==> src/rtl/cache_tag_lookup.sv <==
// Lookup/replacement controller for a 2-set x 4-way tag array: hit detection,
// victim selection (first invalid, else tree PLRU) and single-cycle fill.
module cache_tag_lookup (
    input  logic        clk,
    input  logic        reset,
    input  logic        req_valid,
    output logic        req_ready,
    input  logic        req_set,
    input  logic [23:0] req_tag,
    input  logic        flush,
    output logic        resp_valid,
    input  logic        resp_ready,
    output logic        resp_hit,
    output logic [1:0]  resp_way,
    output logic        resp_evict,
    output logic [23:0] resp_evict_tag,
    output logic [7:0]  we,
    output logic [23:0] tag,
    input  logic [23:0] tagOut0,
    input  logic [23:0] tagOut1,
    input  logic [23:0] tagOut2,
    input  logic [23:0] tagOut3,
    input  logic [23:0] tagOut4,
    input  logic [23:0] tagOut5,
    input  logic [23:0] tagOut6,
    input  logic [23:0] tagOut7
);

    typedef enum logic [1:0] {IDLE, LOOKUP, FILL, RESP} state_t;

    state_t          r_state;
    state_t          w_next;
    logic [7:0]      r_valid;
    logic [1:0][2:0] r_plru;
    logic            r_set;
    logic [23:0]     r_tag;
    logic            r_hit;
    logic [1:0]      r_way;
    logic            r_evict;
    logic [23:0]     r_evict_tag;

    logic [23:0]     w_entry [8];
    logic [3:0]      w_set_valid;
    logic [2:0]      w_cur_plru;
    logic            w_hit;
    logic [1:0]      w_hit_way;
    logic            w_has_inv;
    logic [1:0]      w_inv_way;
    logic [1:0]      w_plru_way;
    logic [1:0]      w_victim;

    // Bit 0 of the vector is b0 (pair select), bit 1 is b1, bit 2 is b2.
    function automatic logic [2:0] plru_touch(input logic [2:0] b, input logic [1:0] way);
        case (way)
            2'd0:    plru_touch = {b[2], 1'b1, 1'b1};
            2'd1:    plru_touch = {b[2], 1'b0, 1'b1};
            2'd2:    plru_touch = {1'b1, b[1], 1'b0};
            default: plru_touch = {1'b0, b[1], 1'b0};
        endcase
    endfunction

    assign w_entry[0] = tagOut0;
    assign w_entry[1] = tagOut1;
    assign w_entry[2] = tagOut2;
    assign w_entry[3] = tagOut3;
    assign w_entry[4] = tagOut4;
    assign w_entry[5] = tagOut5;
    assign w_entry[6] = tagOut6;
    assign w_entry[7] = tagOut7;

    assign w_set_valid = r_set ? r_valid[7:4] : r_valid[3:0];
    assign w_cur_plru  = r_plru[r_set];
    assign w_plru_way  = w_cur_plru[0] ? (w_cur_plru[2] ? 2'd3 : 2'd2)
                                       : (w_cur_plru[1] ? 2'd1 : 2'd0);
    assign w_victim    = w_has_inv ? w_inv_way : w_plru_way;

    // Descending scans so the lowest matching / invalid way wins.
    always_comb begin
        w_hit     = 1'b0;
        w_hit_way = 2'd0;
        w_has_inv = 1'b0;
        w_inv_way = 2'd0;
        for (int i = 3; i >= 0; i--) begin
            if (w_set_valid[i] && (w_entry[{r_set, 2'(i)}] == r_tag)) begin
                w_hit     = 1'b1;
                w_hit_way = 2'(i);
            end
            if (!w_set_valid[i]) begin
                w_has_inv = 1'b1;
                w_inv_way = 2'(i);
            end
        end
    end

    always_ff @(posedge clk or negedge reset) begin
        if (!reset) begin
            r_state <= IDLE;
        end else begin
            r_state <= w_next;
        end
    end

    // we is decoded from state so it falls the instant reset forces IDLE.
    always_comb begin
        w_next     = r_state;
        req_ready  = 1'b0;
        resp_valid = 1'b0;
        we         = 8'd0;
        case (r_state)
            IDLE: begin
                req_ready = 1'b1;
                if (!flush && req_valid) w_next = LOOKUP;
            end
            LOOKUP: w_next = w_hit ? RESP : FILL;
            FILL: begin
                we     = 8'd1 << {r_set, r_way};
                w_next = RESP;
            end
            RESP: begin
                resp_valid = 1'b1;
                if (resp_ready) w_next = IDLE;
            end
            default: w_next = IDLE;
        endcase
    end

    always_ff @(posedge clk or negedge reset) begin
        if (!reset) begin
            r_valid     <= 8'd0;
            r_plru      <= '0;
            r_set       <= 1'b0;
            r_tag       <= 24'd0;
            r_hit       <= 1'b0;
            r_way       <= 2'd0;
            r_evict     <= 1'b0;
            r_evict_tag <= 24'd0;
        end else begin
            case (r_state)
                IDLE: begin
                    if (flush) begin
                        r_valid <= 8'd0;
                        r_plru  <= '0;
                    end else if (req_valid) begin
                        r_set <= req_set;
                        r_tag <= req_tag;
                    end
                end
                LOOKUP: begin
                    if (w_hit) begin
                        r_hit          <= 1'b1;
                        r_way          <= w_hit_way;
                        r_evict        <= 1'b0;
                        r_evict_tag    <= 24'd0;
                        r_plru[r_set]  <= plru_touch(w_cur_plru, w_hit_way);
                    end else begin
                        r_hit       <= 1'b0;
                        r_way       <= w_victim;
                        r_evict     <= w_set_valid[w_victim];
                        r_evict_tag <= w_set_valid[w_victim] ? w_entry[{r_set, w_victim}] : 24'd0;
                    end
                end
                FILL: begin
                    r_valid[{r_set, r_way}] <= 1'b1;
                    r_plru[r_set]           <= plru_touch(w_cur_plru, r_way);
                end
                default: ;
            endcase
        end
    end

    assign tag            = r_tag;
    assign resp_hit       = r_hit;
    assign resp_way       = r_way;
    assign resp_evict     = r_evict;
    assign resp_evict_tag = r_evict_tag;

endmodule

==> config.mk <==
export PLATFORM = sky130hd
export DESIGN_NAME = cache_tag_lookup
export DESIGN_NICKNAME = d
export VERILOG_FILES = /design/src/rtl/cache_tag_lookup.sv
export SDC_FILE = /design/constraint.sdc
export NUM_CORES = 1
export LEC_CHECK = 0
export BUFFER_PORTS_ARGS = -buffer_cell sky130_fd_sc_hd__buf_2
export CORE_ASPECT_RATIO = 0.9
export CORE_MARGIN = 1
export CORE_UTILIZATION = 51
export DETAILED_ROUTE_END_ITERATION = 12
export GPL_TIMING_DRIVEN = 0
export PLACE_DENSITY = 0.83
export SYNTH_ARGS = -nofsm -noshare
export SYNTH_HDL_FRONTEND = slang
export SYNTH_SLANG_ARGS = --single-unit
==> constraint.sdc <==
create_clock -name clk -period 3.5 [get_ports clk]
set_input_delay 0.875 -clock clk [delete_from_list [all_inputs] [get_ports clk]]
set_output_delay 0.875 -clock clk [all_outputs]
set_load 0.02 [all_outputs]
# == Yosys cells after proc, flatten, opt, wreduce, memory -nomap -nowiden ==
# Index checks and enable logic that the tools add are counted.
# totals
output_inout_bits,62
reg_bits,69
inputBits,222
# op_classes
bitwise,7
n_shift,1
n_eq_ne,15
n_reduce_logical,17
muxes,68
magnitude_cmp,10
# ops
operator,count
24-bit binary-select mux with 3-bit select,5
24-bit 2-to-1 mux,12
24-bit == test,4
2-bit 2-to-1 mux,13
4-bit greater-or-equal comparator (second input constant),5
3-bit NOT with 4-bit output,5
3-bit 2-to-1 mux,6
3-bit case mux with 3 select lines,2
6-bit case mux with 3 select lines,1
1-bit 2-to-1 mux,17
8-bit 2-to-1 mux,2
8-bit case mux with 2 select lines,1
6-bit bitwise mux,2
6-bit 2-to-1 mux,2
2-bit == test (second input constant),4
2-bit inequality test (second input constant),4
8-bit bitwise OR,1
2-bit case mux with 4 select lines,1
1-bit by 3-bit << shifter with 8-bit output (first input constant),1
1-bit logical AND,7
2-bit by 1-bit == test with 1-bit output (second input constant),3
2-bit logical NOT,3
3-bit AND reduction,2
3-bit by 4-bit less-than comparator with 1-bit output (second input constant),1
13 further kinds,14

# == Logic depth before layout (Yosys ltp) ==
# logic_depth
depth_word,17
depth_mapped,12
mapped_depth_nobuf,8

# == Worst setup path after synthesis ==
# Ideal clock, no wire load.
# synth_path
kind,in2reg
start,input port tagOut5[14]
end,register r_plru[2] in the netlist's numbering
arrival_ns,2.628
path_slack_ns,0.786
n_path_buf,0
setup_time_ns,0.087
cell_stages,8
t_required_ns,3.413
cell_sequence,mux2i_1 -> xnor2_1 -> nor4_2 -> nand4_1 -> nor4_2 -> nor4_1 -> or4b_1 -> o211ai_1
# synth_between
elab_chain_len,16
elab_cells_between_ends,39
cone_classes,eq/ne (7); mux (26); reduce/logical (6)
# synth_rtl
item,line_no,text
from (decl),24,"input logic [23:0] tagOut5,"
24-bit binary-select mux with 3-bit select,84,"if (w_set_valid[i] && (w_entry[{r_set, 2'(i)}] == r_tag)) begin"
24-bit 2-to-1 mux (implied by the code) (2 in series),84,
24-bit == test,84,
1-bit logical AND,84,
2-bit 2-to-1 mux (4 in series),84,
2-bit == test (tied with other cells),54,case (way)
3-bit case mux with 3 select lines,54,
3-bit 2-to-1 mux,149,if (w_hit) begin
3-bit 2-to-1 mux,138,case (r_state)
6-bit bitwise mux,154,"r_plru[r_set] <= plru_touch(w_cur_plru, w_hit_way);"
6-bit 2-to-1 mux,149,
6-bit case mux with 3 select lines,138,
"to (signal, indexed assignment)",154,
"to (signal, indexed assignment)",164,"r_plru[r_set] <= plru_touch(w_cur_plru, r_way);"
to (decl),34,logic [1:0][2:0] r_plru;
# Several ways; a longest one is shown, not always the timed one. The select of a mux whose other input is x is not followed.
# A chain may end at the register's enable or synchronous reset.

# == Final worst setup path ==
# layout_path
start,register r_set
end,register r_evict_tag[10] (netlist: resp_evict_tag[10])
# layout_between
elab_chain_len,12
elab_cells_between_ends,51
cone_classes,eq/ne (4); mux (38); bitwise (5); reduce/logical (4)
# layout_rtl
item,line_no,text
from (decl),35,logic r_set;
from (signal assigned),144,r_set <= req_set;
"parallel branches: the longest is 11 deep, another holds 24-bit binary-select mux with 3-bit select",--,
24-bit 2-to-1 mux (*),149,
to (signal assigned),159,"r_evict_tag <= w_set_valid[w_victim] ? w_entry[{r_set, w_victim}] : 24'd0;"
to (decl),40,logic [23:0] r_evict_tag;
# Every way passes the cells marked *. The select of a mux whose other input is x is not followed.

==> metrics.csv <==
metric;value;unit
status;complete, but fails checks;
violations;setup timing;
powerDensity;968;mW/mm^2
grt_pass1_vias;7400;
cts_buffer_depth;2;
wire_per_inst;25.1;um
place_congestion;1.01;
ff2ff_path_depth;12;
post-route-min-period;3.51;ns
final_cell_mix;292 x buf_2, 192 x mux2i_1, 84 x xnor2_1, 69 x dfrtp_1, 45 x nor2_1;
grt.overflow.total;0;
start_util;52.2;%
fin_worst_skew;0.00977;ns
routed_wl;30.8;mm
hp-class;in -> async;
endpoint;resp_evict_tag[10]$_DFFE_PN0P_;
synthCells;735;
num_rows;41;
critical_path_buf_inv_count;4;
layout_commonest_cell;buf_2;
fp.dieH;115;um
post-route-period-util;100;%
antenna_found_initial;1;
rsz0062_at_grt;false;
dieArea;0.0148;sq mm
p_leak;4.35;nW
die_x;128;um
htree_levels;3;
worst_pin_slew;1.04;ns
yosysUniqueCellTypes;55;
arrival;3.73;ns
crit_path_top_delay_cell;nor4_1;
fin_ws;-0.00669;ns
clock.fmax;0.285;GHz
finalSetupViolCount;1;
clkLatencyLatePin;0.36;ns
crit_type;reg -> reg;
crit_cells;12;
ys_ff_latch;69;
drv_cap;0;
synth-edff-count;0;
clkTransAtPathRegs;0.07;ns
crit_top_cell;buf_6;
cp_max_fo;10;
first_pass_iters;7;
cts_hold_repair.buffers;0;
dp_hpwl;24.3;mm
drtAntennaViolNets;0;
grt_max_degree;39;
worst_hold_slack;0.456;ns
rr_endpoint;resp_evict_tag[10]$_DFFE_PN0P_;
root_buffer;clkbuf_16;
fill_cells;1189;
cts_setup_buffers;0;
r2r_slack;-0.007;ns
vias;7728;
yosys_most_used_dff;dfrtp_1;
synthArstFlopShare;100;%
layout-drive-gt1-share;38.0;%
drc;0;
grt.total_usage;41.1;%
timing.slew.headroom;30.7;%
viasPerCell;6.29;
cp-startpoint;r_set$_DFFE_PN0P_;
grt_pass1_wl;43.6;mm
rr_startpoint;r_set$_DFFE_PN0P_;
antennaDiodeCount;0;
path_delay_family;simple AND/OR/NAND/NOR gates;
slew_violations;0;
yosys_warnings;0;
max_stage_delay;0.45;ns
clkSinkCount;69;
power;9.01;mW
hold_violations;0;
synth_fp_nets;961;
ys_seq_area_share;23.7;%
syn_avg_cell_area;9.91;sq um
irDropWorstVdd;0.000848;V
crit_path_start_kind;flop;
required;3.72;ns
numCtsBuffers;9;
drt_iter0_markers;814;
synth_area;0.00728;sq mm
numPortBuffers;283;
nNetsFinal;1256;
core-area;0.0140;sq mm
area_delta_synth_final;27.9;%
cp_cell_sequence;buf_6, buf_6, buf_6, mux2i_1, xnor2_1, nor4_1, nand4_1, o22ai_1, nor4_2, nand2_1, clkbuf_2, o2bb2ai_1;
end_kind;flop;
ios;284;
cts_tree;built;
==> power breakdown <==
part	leakage (nW)	internal [mW]	switching (mW)	total, mW
Clock	0.165	0.652	0.423	1.08
Combinational	3.29	2.66	4.08	6.74
Sequential	0.899	1.03	0.170	1.20
Total	4.35	4.34	4.67	9.01
==> worst min-delay path by stage <==
stage / start / end / slack [ns] / depth (start not counted)
3_5_place_dp: resp_evict_tag[12]$_DFFE_PN0P_ / resp_evict_tag[12]$_DFFE_PN0P_ / 0.47 / 1
2_1_floorplan: r_plru[3]$_DFFE_PN0P_ / r_plru[3]$_DFFE_PN0P_ / 0.48 / 1
3_3_place_gp: resp_evict_tag[12]$_DFFE_PN0P_ / resp_evict_tag[12]$_DFFE_PN0P_ / 0.47 / 1
5_1_grt: resp_evict_tag[18]$_DFFE_PN0P_ / resp_evict_tag[18]$_DFFE_PN0P_ / 0.49 / 1
4_1_cts: reset / resp_evict_tag[2]$_DFFE_PN0P_ / 0.47 / 1
6_report: reset / resp_evict_tag[2]$_DFFE_PN0P_ / 0.46 / 1
==> layout make-up <==
cell class | count | area [sq um] | share of cell area (%)
Multi-Input combinational cell | 587 | 5160 | 55.4
Sequential cell | 69 | 1730 | 18.5
Timing Repair Buffer | 284 | 1440 | 15.5
Buffer | 66 | 365 | 3.92
Tap cell | 193 | 241 | 2.59
Clock buffer | 10 | 239 | 2.57
Clock inverter | 6 | 93.8 | 1.01
Inverter | 13 | 48.8 | 0.524
==> metal layers <==
| layer | GRT usage (%) | routed length (um) | up-vias |
|---|---|---|---|
| met5 | 0 | 0 | - |
| met4 | 14.7 | 1110 | 0 |
| met3 | 15.6 | 4150 | 102 |
| met2 | 64.3 | 13500 | 609 |
| met1 | 52.0 | 12000 | 3700 |
| li1 | - | - | 3317 |
==> state kept, by name (all words and copies together), names as in the netlist <==
name            flops
r_set               1
resp_evict_tag     24
resp_hit            1
resp_way            2
resp_evict          1
r_state             2
r_valid             8
tag                24
r_plru              6
==> through the flow <==
step / cells / setup slack [ns] / utilization, % / setup TNS (ns) / cell area, sq um
finish: 1228 / -0.00669 / 66.7 / -0.00669 / 9310
global route: 1228 / 0.00671 / 66.7 / 0 / 9310
CTS: 1228 / 0.0615 / 66.6 / 0 / 9300
detailed placement: 1212 / -0.0729 / 64.2 / -0.351 / 8960
global placement: 1211 / -0.149 / 64.1 / -1.40 / 8940
floorplan: 735 / 0.786 / - / 0 / 7280
==> timing repair <==
| action | 4_1_cts | 5_1_grt |
|---|---|---|
| endpoints found under the hold margin | 0 | 0 |
| resized for setup | 1 | 6 |
| setup endpoints to repair | 10 | 29 |
==> synthesized netlist by cell type, drive strengths merged (2+ instances only) <==
| cell | count | share of area (%) |
|---|---|---|
| nand3 | 5 | 0.34 |
| nor2b | 2 | 0.17 |
| mux4 | 24 | 7.4 |
| ha | 4 | 0.69 |
| a221oi | 2 | 0.33 |
| dfrtp | 69 | 24 |
| nand4 | 13 | 1.1 |
| nand2b | 12 | 1.0 |
| or3 | 2 | 0.17 |
| clkbuf | 35 | 1.8 |
| xor2 | 8 | 0.96 |
| o211ai | 8 | 0.82 |
| a211oi | 3 | 0.31 |
| xnor2 | 84 | 10 |
| buf | 31 | 3.2 |
| nor3 | 9 | 0.62 |
| nor2 | 45 | 2.3 |
| o2bb2ai | 25 | 3.0 |
| and3 | 2 | 0.17 |
| or2 | 2 | 0.17 |
| a21oi | 19 | 1.4 |
| nand2 | 23 | 1.2 |
| mux2 | 26 | 4.0 |
| inv | 13 | 0.67 |
| a31oi | 5 | 0.43 |
| nor4b | 2 | 0.24 |
| a2111oi | 3 | 0.38 |
| nor4 | 29 | 2.8 |
| a211o | 2 | 0.24 |
| or4 | 3 | 0.41 |
| a22o | 2 | 0.24 |
| o41ai | 2 | 0.24 |
| mux2i | 193 | 27 |
| o21ai | 14 | 0.96 |
| nand4b | 3 | 0.36 |
==> worst register-to-register path: cells and delay by family (launching register included) <==
| family | cells | cell delay, ns |
|---|---|---|
| flops | 1 | 0.34 |
| mux | 1 | 0.35 |
| compound gates | 2 | 0.56 |
| simple gates | 4 | 1.09 |
| buf+inv | 4 | 0.90 |
| xor+xnor | 1 | 0.13 |
==> cells by family (layout without fill, tap and decap cells) <==
group | count (synthesis) | after routing | synth area share, %
multiplexers | 243 | 243 | 38.0
buffers and inverters | 79 | 379 | 5.64
flip-flops | 69 | 69 | 23.7
AND/OR/NAND/NOR | 155 | 155 | 11.5
AO/OA/AOI/OAI | 93 | 93 | 9.33
adder cells (fa/ha/maj) | 4 | 4 | 0.687
XOR/XNOR | 92 | 92 | 11.1
No activity file was read; power rests on OpenSTA's default activity.
